$ cat src/rtl/fb_draw_pkg.sv
// Shared constants, opcode/state enums and the captured-command record for the
// frame buffer draw engine.
package fb_draw_pkg;

    localparam int unsigned FB_WIDTH  = 320;
    localparam int unsigned FB_HEIGHT = 180;
    localparam int unsigned FB_SIZE   = $clog2(FB_WIDTH * FB_HEIGHT);
    localparam int unsigned X_W       = $clog2(FB_WIDTH + 1);
    localparam int unsigned Y_W       = $clog2(FB_HEIGHT + 1);

    typedef enum logic {OP_FILL = 1'b0, OP_SWAP = 1'b1} fb_op_t;

    typedef enum logic [1:0] {StIdle, StSetup, StFill, StWaitVsync} fb_state_t;

    typedef struct packed {
        fb_op_t         op;
        logic [X_W-1:0] x;
        logic [Y_W-1:0] y;
        logic [X_W-1:0] w;
        logic [Y_W-1:0] h;
        logic [15:0]    color;
    } fb_cmd_t;

    // y * 320 as (y << 8) + (y << 6)
    function automatic logic [FB_SIZE-1:0] row_offset(input logic [Y_W-1:0] y);
        return FB_SIZE'({y, 8'b0}) + FB_SIZE'({y, 6'b0});
    endfunction

endpackage

$ cat src/rtl/fb_draw_engine.sv
// Frame buffer write-side initiator: clipped rectangle fills at one pixel per
// cycle and tear-free buffer swaps aligned to vsync.
module fb_draw_engine
    import fb_draw_pkg::*;
(
    input  logic               clk_in,
    input  logic               rst_in,
    input  logic               cmd_valid_in,
    output logic               cmd_ready_out,
    input  logic               cmd_op_in,
    input  logic [X_W-1:0]     cmd_x_in,
    input  logic [Y_W-1:0]     cmd_y_in,
    input  logic [X_W-1:0]     cmd_w_in,
    input  logic [Y_W-1:0]     cmd_h_in,
    input  logic [15:0]        cmd_color_in,
    input  logic               vsync_in,
    output logic               cmd_done_out,
    output logic [15:0]        write_data_out,
    output logic [FB_SIZE-1:0] write_addr_out,
    output logic               write_enable_out,
    output logic               swap_buffer_out
);

    fb_state_t          state;
    fb_cmd_t            cmd;
    logic [X_W:0]       x_end;
    logic [Y_W:0]       y_end;
    logic [X_W-1:0]     cur_x;
    logic [Y_W-1:0]     cur_y;
    logic [FB_SIZE-1:0] row_base;

    logic [X_W:0]       x_sum, clip_x_end;
    logic [Y_W:0]       y_sum, clip_y_end;
    logic               empty, first_last;
    logic               wrap, next_last;
    logic [X_W-1:0]     next_x;
    logic [Y_W-1:0]     next_y;
    logic [FB_SIZE-1:0] next_row_base;

    // Clipping, evaluated while in SETUP on the captured command.
    always_comb begin
        x_sum      = {1'b0, cmd.x} + {1'b0, cmd.w};
        y_sum      = {1'b0, cmd.y} + {1'b0, cmd.h};
        clip_x_end = (x_sum > (X_W+1)'(FB_WIDTH)) ? (X_W+1)'(FB_WIDTH) : x_sum;
        clip_y_end = (y_sum > (Y_W+1)'(FB_HEIGHT)) ? (Y_W+1)'(FB_HEIGHT) : y_sum;
        empty      = (cmd.w == '0) || (cmd.h == '0) ||
                     (cmd.x >= X_W'(FB_WIDTH)) || (cmd.y >= Y_W'(FB_HEIGHT));
        first_last = ({1'b0, cmd.x} == clip_x_end - 1'b1) &&
                     ({1'b0, cmd.y} == clip_y_end - 1'b1);
    end

    // Next pixel after the one currently on the write port.
    always_comb begin
        wrap          = ({1'b0, cur_x} == x_end - 1'b1);
        next_x        = wrap ? cmd.x : cur_x + 1'b1;
        next_y        = wrap ? cur_y + 1'b1 : cur_y;
        next_row_base = wrap ? row_base + FB_SIZE'(FB_WIDTH) : row_base;
        next_last     = ({1'b0, next_x} == x_end - 1'b1) &&
                        ({1'b0, next_y} == y_end - 1'b1);
    end

    always_ff @(posedge clk_in) begin
        if (rst_in) begin
            state            <= StIdle;
            cmd              <= '0;
            x_end            <= '0;
            y_end            <= '0;
            cur_x            <= '0;
            cur_y            <= '0;
            row_base         <= '0;
            cmd_ready_out    <= 1'b1;
            cmd_done_out     <= 1'b0;
            write_data_out   <= '0;
            write_addr_out   <= '0;
            write_enable_out <= 1'b0;
            swap_buffer_out  <= 1'b0;
        end else begin
            cmd_done_out     <= 1'b0;
            write_enable_out <= 1'b0;
            swap_buffer_out  <= 1'b0;
            case (state)
                StIdle: begin
                    if (cmd_valid_in && cmd_ready_out) begin
                        cmd.op        <= fb_op_t'(cmd_op_in);
                        cmd.x         <= cmd_x_in;
                        cmd.y         <= cmd_y_in;
                        cmd.w         <= cmd_w_in;
                        cmd.h         <= cmd_h_in;
                        cmd.color     <= cmd_color_in;
                        cmd_ready_out <= 1'b0;
                        state         <= (fb_op_t'(cmd_op_in) == OP_SWAP) ? StWaitVsync : StSetup;
                    end
                end
                StSetup: begin
                    x_end <= clip_x_end;
                    y_end <= clip_y_end;
                    // Empty rectangles pass through FILL only to emit the done pulse.
                    state <= StFill;
                    if (empty) begin
                        cmd_done_out <= 1'b1;
                    end else begin
                        cur_x            <= cmd.x;
                        cur_y            <= cmd.y;
                        row_base         <= row_offset(cmd.y);
                        write_addr_out   <= row_offset(cmd.y) + FB_SIZE'(cmd.x);
                        write_data_out   <= cmd.color;
                        write_enable_out <= 1'b1;
                        cmd_done_out     <= first_last;
                    end
                end
                StFill: begin
                    if (cmd_done_out) begin
                        state         <= StIdle;
                        cmd_ready_out <= 1'b1;
                    end else begin
                        cur_x            <= next_x;
                        cur_y            <= next_y;
                        row_base         <= next_row_base;
                        write_addr_out   <= next_row_base + FB_SIZE'(next_x);
                        write_enable_out <= 1'b1;
                        cmd_done_out     <= next_last;
                    end
                end
                StWaitVsync: begin
                    if (cmd_done_out) begin
                        state         <= StIdle;
                        cmd_ready_out <= 1'b1;
                    end else if (vsync_in && cmd.op == OP_SWAP) begin
                        swap_buffer_out <= 1'b1;
                        cmd_done_out    <= 1'b1;
                    end
                end
                default: begin
                    state         <= StIdle;
                    cmd_ready_out <= 1'b1;
                end
            endcase
        end
    end

endmodule

$ cat config.mk
export PLATFORM = sky130hd
export DESIGN_NAME = fb_draw_engine
export DESIGN_NICKNAME = d
export VERILOG_FILES = /design/src/rtl/fb_draw_pkg.sv /design/src/rtl/fb_draw_engine.sv
export SDC_FILE = /design/constraint.sdc
export NUM_CORES = 1
export LEC_CHECK = 0
export CORE_UTILIZATION = 53
export CTS_CLUSTER_DIAMETER = 50
export DETAILED_ROUTE_END_ITERATION = 8
export GPL_TIMING_DRIVEN = 0
export HOLD_SLACK_MARGIN = 0.03
export PLACE_DENSITY = 0.78
export SLEW_MARGIN = 20
export SYNTH_ARGS = -nofsm -noshare
export SYNTH_HDL_FRONTEND = slang
export SYNTH_SLANG_ARGS = --single-unit
export TNS_END_PERCENT = 10
$ cat constraint.sdc
create_clock -name clk_in -period 3.85 [get_ports clk_in]
set_input_delay 0.5775 -clock clk_in [delete_from_list [all_inputs] [get_ports clk_in]]
set_output_delay 0.5775 -clock clk_in [all_outputs]
set_load 0.02 [all_outputs]
==> out/results.tsv, run 1 <==
metric	value	unit
outcome	complete, but fails checks	
violations	negative setup slack	
tightest_slew	0.944	ns
p_leak	0.00437	uW
vias_per_cell	6.21	
hold_viol	0	
ys_seq_area_frac	0.292	
drc	0	
yosys.area.top_type	dfxtp_1	
synthFlopType	dfxtp_1	
synth_nets	1295	
ctsHoldBuffers	0	
clk_pin_slew	0.06	ns
wl_per_cell	18.7	um
grt_setup_unrepaired	true	
slew_violations	0	
ys_seq_elements	134	
drive_above_1_share	0.118	
n_antenna_cell	0	
die_y	134	um
ys.warnings.count	0	
final_common_cell	nand2_1	
drt_wl_total	29300	um
final.setup.tns	-0.688	ns
drtIter0Drc	1085	
synth.avg_cell_area	7.68	um2
gp_congestion	0.978	
synth_top_cell_area_share	0.292	
p_total	8210	uW
num-nets-final	1431	
setup_slack	-0.209	ns
gr-total-overflow	0	
area_growth	25.5	%
place_inst	1505	
end_kind	register	
dieArea	0.0178	mm2
drt_first_pass_iters	6	
design.core.area	0.0168	mm2
ios	91	
start_util	0.547	
skew	0.00763	ns
dp_hpwl	20300	um
start_kind	register	
hold_slack	0.451	ns
cts_made_buffers	17	
drv_cap	0	
die_x	134	um
detail-route-antenna-nets	0	
grt_max_degree	17	
synth_edf_count	0	
io_buffers	90	
cp.arrival	4.39	ns
ys_types	79	
grt_antenna_before_repair	0	
worstPathCellList	ha_4 > inv_2 > fa_2 > nand2b_1 > a2111oi_1 > a211o_1 > o41ai_4 > a21boi_2 > nor2_2 > nand2_1 > ha_4 > xor2_2 > nand4_1 > a221oi_1 > o21ai_1 > nor4_2 > nand4_1 > o31ai_2	
cts_sinks	134	
ys_top_cells_by_area	dfxtp_1 (29%), nand2_1 (7.4%), xnor2_1 (6.6%)	
postLayoutCellArea	0.0115	mm2
htreeDepth	4	
finalSetupViolCount	5	
mostFrequentLayoutCells	nand2_1 (179), dfxtp_1 (119), a21oi_1 (113)	
max_freq	0.246	GHz
grt_pass1_vias	8878	
synthCells	1195	
power_density	713	mW/mm2
path_max_fanout	3	
crit_buf_inv	1	
instances_no_fill	1564	
worstSkewPairLatency	0.44	ns
required	4.19	ns
track_usage	0.329	
slowest_stage	a2111oi_1	
root_buffer	clkbuf_16	
min_path_type	reg2reg	
fin_crit_sh	1.05	
period_minus_slack	4.06	ns
worstSetupPathType	reg2reg	
critPathTopFamily	compound AO/OA/AOI/OAI gates	
place_area	0.0104	mm2
grt_pass1_wl	46000	um
maxSlewHeadroom	0.371	
syn_area	0.00918	mm2
cts_max_path_buffers	2	
async_flop_share	0	
cts_tree	built	
cpPeakStageDelay	0.47	ns
num_rows	47	
peakVddDrop	0.000449	V
vias	9706	
[layout make-up]
class,instances,area (um2)
clock inverter,14,161
fill,1376,5250
tap,220,275
sequential,134,2720
timing repair buffer,118,1110
multi-input combinational,950,6360
buffer,75,333
clock buffer,18,429
inverter,35,131
[path summary, 6_finish.rpt]
kind                                        from                        endpoint  slack, ns  cells after the start
setup / recovery            cmd[24]$_SDFFE_PP0P_         cmd_done_out$_SDFF_PP0_      -0.21                     18
hold / removal    write_addr_out[3]$_SDFFE_PP0P_  write_addr_out[3]$_SDFFE_PP0P_       0.45                      2
setup reg to reg            cmd[24]$_SDFFE_PP0P_         cmd_done_out$_SDFF_PP0_      -0.21                     18
hold reg to reg   write_addr_out[3]$_SDFFE_PP0P_  write_addr_out[3]$_SDFFE_PP0P_       0.45                      2
[logic make-up after synthesis]
| logic type | after synthesis | synth area share |
|---|---|---|
| compound gates | 298 | 0.206 |
| buf+inv | 111 | 0.0484 |
| mux | 39 | 0.0432 |
| simple gates | 462 | 0.241 |
| fa+ha+maj | 45 | 0.0646 |
| other cells | 1 | 0.000409 |
| xor+xnor | 105 | 0.104 |
| flops | 134 | 0.292 |
[routing by layer]
metal	routed length, um	track usage
met3	2710	0.0772
met1	12300	0.425
met5	0	0
met2	13200	0.527
met4	1110	0.137
[metrics by stage]
step                setup WS, ns   util
global route              -0.393  0.687
CTS                       -0.329  0.672
global placement          -0.778  0.619
floorplan                 0.0195      -
finish                    -0.209  0.687
detailed placement        -0.819  0.619
[report_power, final]
group / switching [uW] / leakage (uW) / internal [uW]
combinational: 2720 / 0.00299 / 1830
sequential: 305 / 0.00110 / 1680
clock: 699 / 0.000285 / 971
total: 3720 / 0.00437 / 4480
[synthesized netlist by cell type (all sizes together), types with 5 or more instances]
library cell,count
a31oi,9
o22ai,10
o211ai,9
dfxtp,134
xor2,33
ha,41
nor2,98
or2,8
buf,16
nand3b,9
or3,7
clkbuf,60
a311oi,5
o31ai,7
inv,35
a21o,14
xnor2,70
nand2,182
nor3,26
a21oi,119
nand2b,18
o21ai,43
o21bai,5
nor3b,7
nor4,17
mux2i,34
nand3,36
mux2,5
a22oi,7
nand4,19
nor2b,12
a211oi,27
and3,8
[worst reg2reg max path: stages, from the launching register on]
cell and delay [ns]:
dfxtp_4 0.38, ha_4 0.15, inv_2 0.04, fa_2 0.37
nand2b_1 0.25, a2111oi_1 0.47, a211o_1 0.23, o41ai_4 0.09
a21boi_2 0.25, nor2_2 0.08, nand2_1 0.13, ha_4 0.22
xor2_2 0.17, nand4_1 0.14, a221oi_1 0.22, o21ai_1 0.14
nor4_2 0.21, nand4_1 0.17, o31ai_2 0.25
[flip-flops by register name (all words and copies together) (netlist names)]
signal,count
cur_y,8
cur_x,8
write_enable_out,1
cmd,51
y_end,9
cmd_ready_out,1
write_data_out,16
state,2
swap_buffer_out,1
x_end,10
row_base,10
write_addr_out,16
cmd_done_out,1
[timing repair]
item	CTS	global route
gates resized for setup	48	30
gates cloned	0	1
setup buffers	15	12
pin swaps	19	17
setup endpoints to repair	8	9
(Power assumes the default switching activity.)
==> run 2, diff against run 1 <==
Settings changed: CTS_CLUSTER_DIAMETER 50 to unset.
==> results of run 2 <==
No change in the layout: final DEF, timing and power equal those of run 1.
==> run 3, diff against run 2 <==
Clock period 3.85 ns to 3.55 ns, I/O delays scaled along.
==> run 3 against run 2 <==
The flow still finishes with violations (negative setup slack). Clock power up 10%. First-iteration DRC count shrank 5.3%. Cell area decreased by 0.65%. Flip-flop and latch count unchanged. Clock skew up 0.0049 ns. Hold slack improved by 0.0013 ns. Largest cell class unchanged. Largest power group unchanged.
==> out/results.tsv, run 3 (synthesis gave the netlist of run 1 again) <==
metric	value	unit
skew	0.0125	ns
path_max_fanout	10	
r2r_cells	18	
drt_wl_total	29200	um
drt_first_pass_iters	5	
fill_cells	1386	
num_rows	47	
grt_setup_unrepaired	true	
drv_cap	0	
violations	negative setup slack	
tightest_slew	0.903	ns
largest_reg_flops	51	
power_density	773	mW/mm2
final.setup.tns	-2.65	ns
start_util	0.547	
multiInputGateArea	0.00636	mm2
p_leak	0.00433	uW
area_growth	24.7	%
ios	91	
num-nets-final	1419	
critPathTopFamily	simple AND/OR/NAND/NOR gates	
track_usage	0.332	
dp_worst_setup_slack	-0.866	ns
cp.arrival	4.34	ns
maxSlewHeadroom	0.398	
drive_above_1_share	0.111	
grt_max_degree	17	
pwr-share-clk	0.208	
combPwrFrac	0.548	
cts_made_buffers	17	
crit_buf_inv	4	
die_x	134	um
grt_pass1_wl	46300	um
cts_max_path_buffers	2	
swShare	0.457	
worstHoldPathCells	2	
fin_util	0.683	
setup_slack	-0.493	ns
drc	0	
start_kind	register	
gr-total-overflow	0	
required	3.85	ns
vias_per_cell	6.09	
cpPeakStageDelay	0.37	ns
gp_congestion	0.956	
ff2ff_setup_slack	-0.49	ns
fin_crit_sh	1.14	
seqCellArea	0.00272	mm2
io_buffers	90	
worstSetupPathType	reg2reg	
finalSetupViolCount	9	
final_common_cell	nand2_1	
mostFrequentLayoutCells	nand2_1 (178), dfxtp_1 (117), a21oi_1 (114)	
root_buffer	clkbuf_16	
drtIter0Drc	1027	
worstSkewPairLatency	0.44	ns
detail-route-antenna-nets	0	
cts_tree	built	
min_path_type	reg2reg	
n_antenna_cell	0	
dp_hpwl	20500	um
slowest_stage	or3_4	
peakVddDrop	0.000434	V
design.core.area	0.0168	mm2
path_depth	18	
period_minus_slack	4.04	ns
regMostFlops	cmd	
max_freq	0.247	GHz
slew_violations	0	
wl_per_cell	18.8	um
vias	9449	
grt_pass1_vias	8899	
seq_power_share	0.244	
htreeDepth	4	
die_y	134	um
worstPathCellList	buf_4 > or3_4 > nor4b_4 > xnor2_2 > nand4_1 > buf_4 > or3_1 > buf_6 > buf_6 > nor2_2 > xor2_1 > ha_1 > a21o_4 > a211o_4 > a21oi_2 > a21o_1 > xnor2_1 > a311oi_1	
clk_pin_slew	0.07	ns
ctsHoldBuffers	0	
dieArea	0.0178	mm2
internal-power	4810	uW
hold_viol	0	
power.switching	4040	uW
cts_sinks	134	
grt_antenna_before_repair	0	
hold_slack	0.452	ns
largestRegisters	cmd: 51 flops, write_addr_out: 16 flops, write_data_out: 16 flops	
outcome	complete, but fails checks	
end_kind	register	
run 3: cell types whose count changed in the layout (fill, tap and decap cells not counted), moves of 2 or more:
cell     before  now
dfxtp_1     119  117
buf_4        29   17
dfxtp_2       9   11
ha_1         34   36
run 3: worst paths after layout:
kind	from	to
min reg2reg	cmd[5]$_SDFFE_PP0P_	cmd[5]$_SDFFE_PP0P_
max reg2reg	x_end[3]$_SDFFE_PP0P_	write_addr_out[10]$_SDFFE_PP0P_
min	cmd[5]$_SDFFE_PP0P_	cmd[5]$_SDFFE_PP0P_
max	x_end[3]$_SDFFE_PP0P_	write_addr_out[10]$_SDFFE_PP0P_
run 3: tightest hold or removal path, stage by stage (launching register included):
cell     delay, ns
dfxtp_1       0.31
nand2_1       0.05
a21oi_1       0.05
run 3: layout make-up:
| cell class | instances | share of cell area |
|---|---|---|
| inverter | 35 | 0.0115 |
| clock inverter | 14 | 0.0143 |
| buffer | 76 | 0.0300 |
| multi-input combinational | 950 | 0.556 |
| clock buffer | 18 | 0.0375 |
| timing repair buffer | 105 | 0.0886 |
| sequential | 134 | 0.238 |
| tap | 220 | 0.0241 |
run 3: through the flow:
step | cells | power, uW | cell area, um2
floorplan | 1195 | 5400 | 9310
global placement | 1505 | 6560 | 10500
detailed placement | 1505 | 6640 | 10500
CTS | 1546 | 8620 | 11300
global route | 1552 | 9380 | 11400
finish | 1552 | 8850 | 11400
run 3: timing repair:
action	CTS	global route
hold endpoints to repair	0	0
setup endpoints to repair	10	10
pin swaps	17	6
setup buffers	9	6
gates resized for setup	39	20
run 3: routing by layer:
layer	wire length, um	part of all wire	vias to the layer above	GRT usage
met3	2650	0.091	105	0.0803
met1	12500	0.43	4387	0.438
met5	0	0	-	0
met4	1120	0.039	0	0.138
li1	-	-	4481	-
met2	12900	0.44	476	0.518
run 3: power groups by stage:
stage / clock (uW) / sequential, uW / combinational [uW]
after floorplan: 0 / 2160 / 3240
after global placement: 0 / 2170 / 4390
after detailed placement: 0 / 2170 / 4470
after CTS: 1840 / 2150 / 4630
after global routing: 1920 / 2200 / 5270
final: 1840 / 2160 / 4850
==> RTL change, RTL diff (settings of run 1) <==
Re-encode `fb_state_t` (4 states) as one-hot, 4 bits wide.
--- a/src/rtl/fb_draw_pkg.sv
+++ b/src/rtl/fb_draw_pkg.sv
@@ -10,7 +10,7 @@
 
     typedef enum logic {OP_FILL = 1'b0, OP_SWAP = 1'b1} fb_op_t;
 
-    typedef enum logic [1:0] {StIdle, StSetup, StFill, StWaitVsync} fb_state_t;
+    typedef enum logic [3:0] {StIdle = 4'b0001, StSetup = 4'b0010, StFill = 4'b0100, StWaitVsync = 4'b1000} fb_state_t;
 
     typedef struct packed {
         fb_op_t         op;
Formal check against the unedited RTL: no difference found for any inputs over 4 cycles, from zero or initial values and one cycle with rst_in high; so few cycles prove little.
==> RTL change against run 1 <==
The run still ends with setup timing left. Routed wire length increased by 1.3%. Die area about the same. Synthesized area about the same. Critical path depth increased by 1. Global-route usage increased by 0.41 points. Sequential cell count increased by 2. Design area decreased by 1.1%. Worst setup slack got worse by 380 ps. Fmax decreased by 8.5%.
Power is not compared: it rests on default switching activity, and its combinational part moved more than twofold at a synthesized area within 25%.
==> RTL change: results <==
group,metric,value,unit
worst_setup_path,endpoint,"write_addr_out[11]$_SDFFE_PP0P_",
yosys,ys_top_cells_by_count,"196 x sky130_fd_sc_hd__nand2_1, 136 x sky130_fd_sc_hd__dfxtp_1, 127 x sky130_fd_sc_hd__nor2_1",
route,vias_per_cell,6.07,
cells_and_area,multi_input_cells,977,
yosys,synth-adder-area-share,6.03,%
status,failing_checks,"setup timing",
sta,layout_setup_ws,-587,ps
yosys,post_synth_inst_count,1217,
yosys,flip_flop_and_latch_count_after_synthesis,136,
worst_setup_path,critical-path-top-delay-family,"simple AND/OR/NAND/NOR gates",
yosys,synth-compound-area-share,20.8,%
cells_and_area,seq-cell-share,24.1,%
placement,hpwlAfterDp,21500,um
sta,setup_viol_count_final,8,
global_route,global_route_wire_length_before_repair,46400,um
yosys,synth.lib_cells_used.distinct,82,
yosys,postSynthNetCount,1313,
yosys,ys_seq_area_share,29.7,%
placement,io_buffer_count,89,
route,wl_met1,12600,um
route,met2_length,13200,um
status,status,"complete, but fails checks",
worst_setup_path,timing.critical_path.arrival,4710,ps
cells_and_area,area_share_nonclk_buffers,11.9,%
worst_setup_path,cp_slowest_stage_delay,530,ps
placement,place_area,10400,um2
cells_and_area,finalNetCount,1438,
sta,timing.max_slew.rel_slack,33.0,%
global_route,global_route.usage.total,33.3,%
cells_and_area,multiInputGateArea,6250,um2
worst_setup_path,worst-path-max-fanout,5,
worst_setup_path,reg2reg_from,"x_end[1]$_SDFFE_PP0P_",
cells_and_area,fill_cells,1437,
==> RTL change: changes by cell type in the layout (fill, tap and decap cells not counted), sizes merged, moves of 9 or more <==
cell	delta
buf	-12
inv	-12
mux2i	-10
nand2	+14
nor2	+31
nor3	+12
o21a	+9
xnor2	-10
==> RTL change: routing by layer <==
| metal | vias up | global-route usage (%) |
|---|---|---|
| li1 | 4559 | - |
| met1 | 4398 | 43.3 |
| met2 | 524 | 52.6 |
| met3 | 80 | 8.07 |
| met4 | 0 | 14.3 |
| met5 | - | 0 |
==> RTL change: what timing repair did <==
action	in CTS	in global routing
endpoints found under the hold margin	0	0
pin swaps	14	16
buffers inserted	10	10
setup endpoints to repair	9	10
gates resized for setup	27	31
==> RTL change: cell families (layout without fill, tap and decap cells) <==
kind of cell,count (synthesis),after routing
muxes,26,26
buffers and inverters,104,242
DFF,136,136
other,1,1
xor gates and xnor gates,104,104
and+or+nand+nor,505,505
AOI/OAI and AO/OA,299,299
adders and majority gates,42,42
==> RTL change: worst min path at each step <==
stage	start	end	slack, ps	depth (start not counted)
finish	write_addr_out[7]$_SDFFE_PP0P_	write_addr_out[7]$_SDFFE_PP0P_	450	2
global route	write_addr_out[5]$_SDFFE_PP0P_	write_addr_out[5]$_SDFFE_PP0P_	470	2
CTS	write_addr_out[7]$_SDFFE_PP0P_	write_addr_out[7]$_SDFFE_PP0P_	460	2
detailed placement	cmd[6]$_SDFFE_PP0P_	cmd[6]$_SDFFE_PP0P_	450	2
global placement	cmd[15]$_SDFFE_PP0P_	cmd[15]$_SDFFE_PP0P_	440	2
floorplan	cmd[0]$_SDFFE_PP0P_	cmd[0]$_SDFFE_PP0P_	440	2
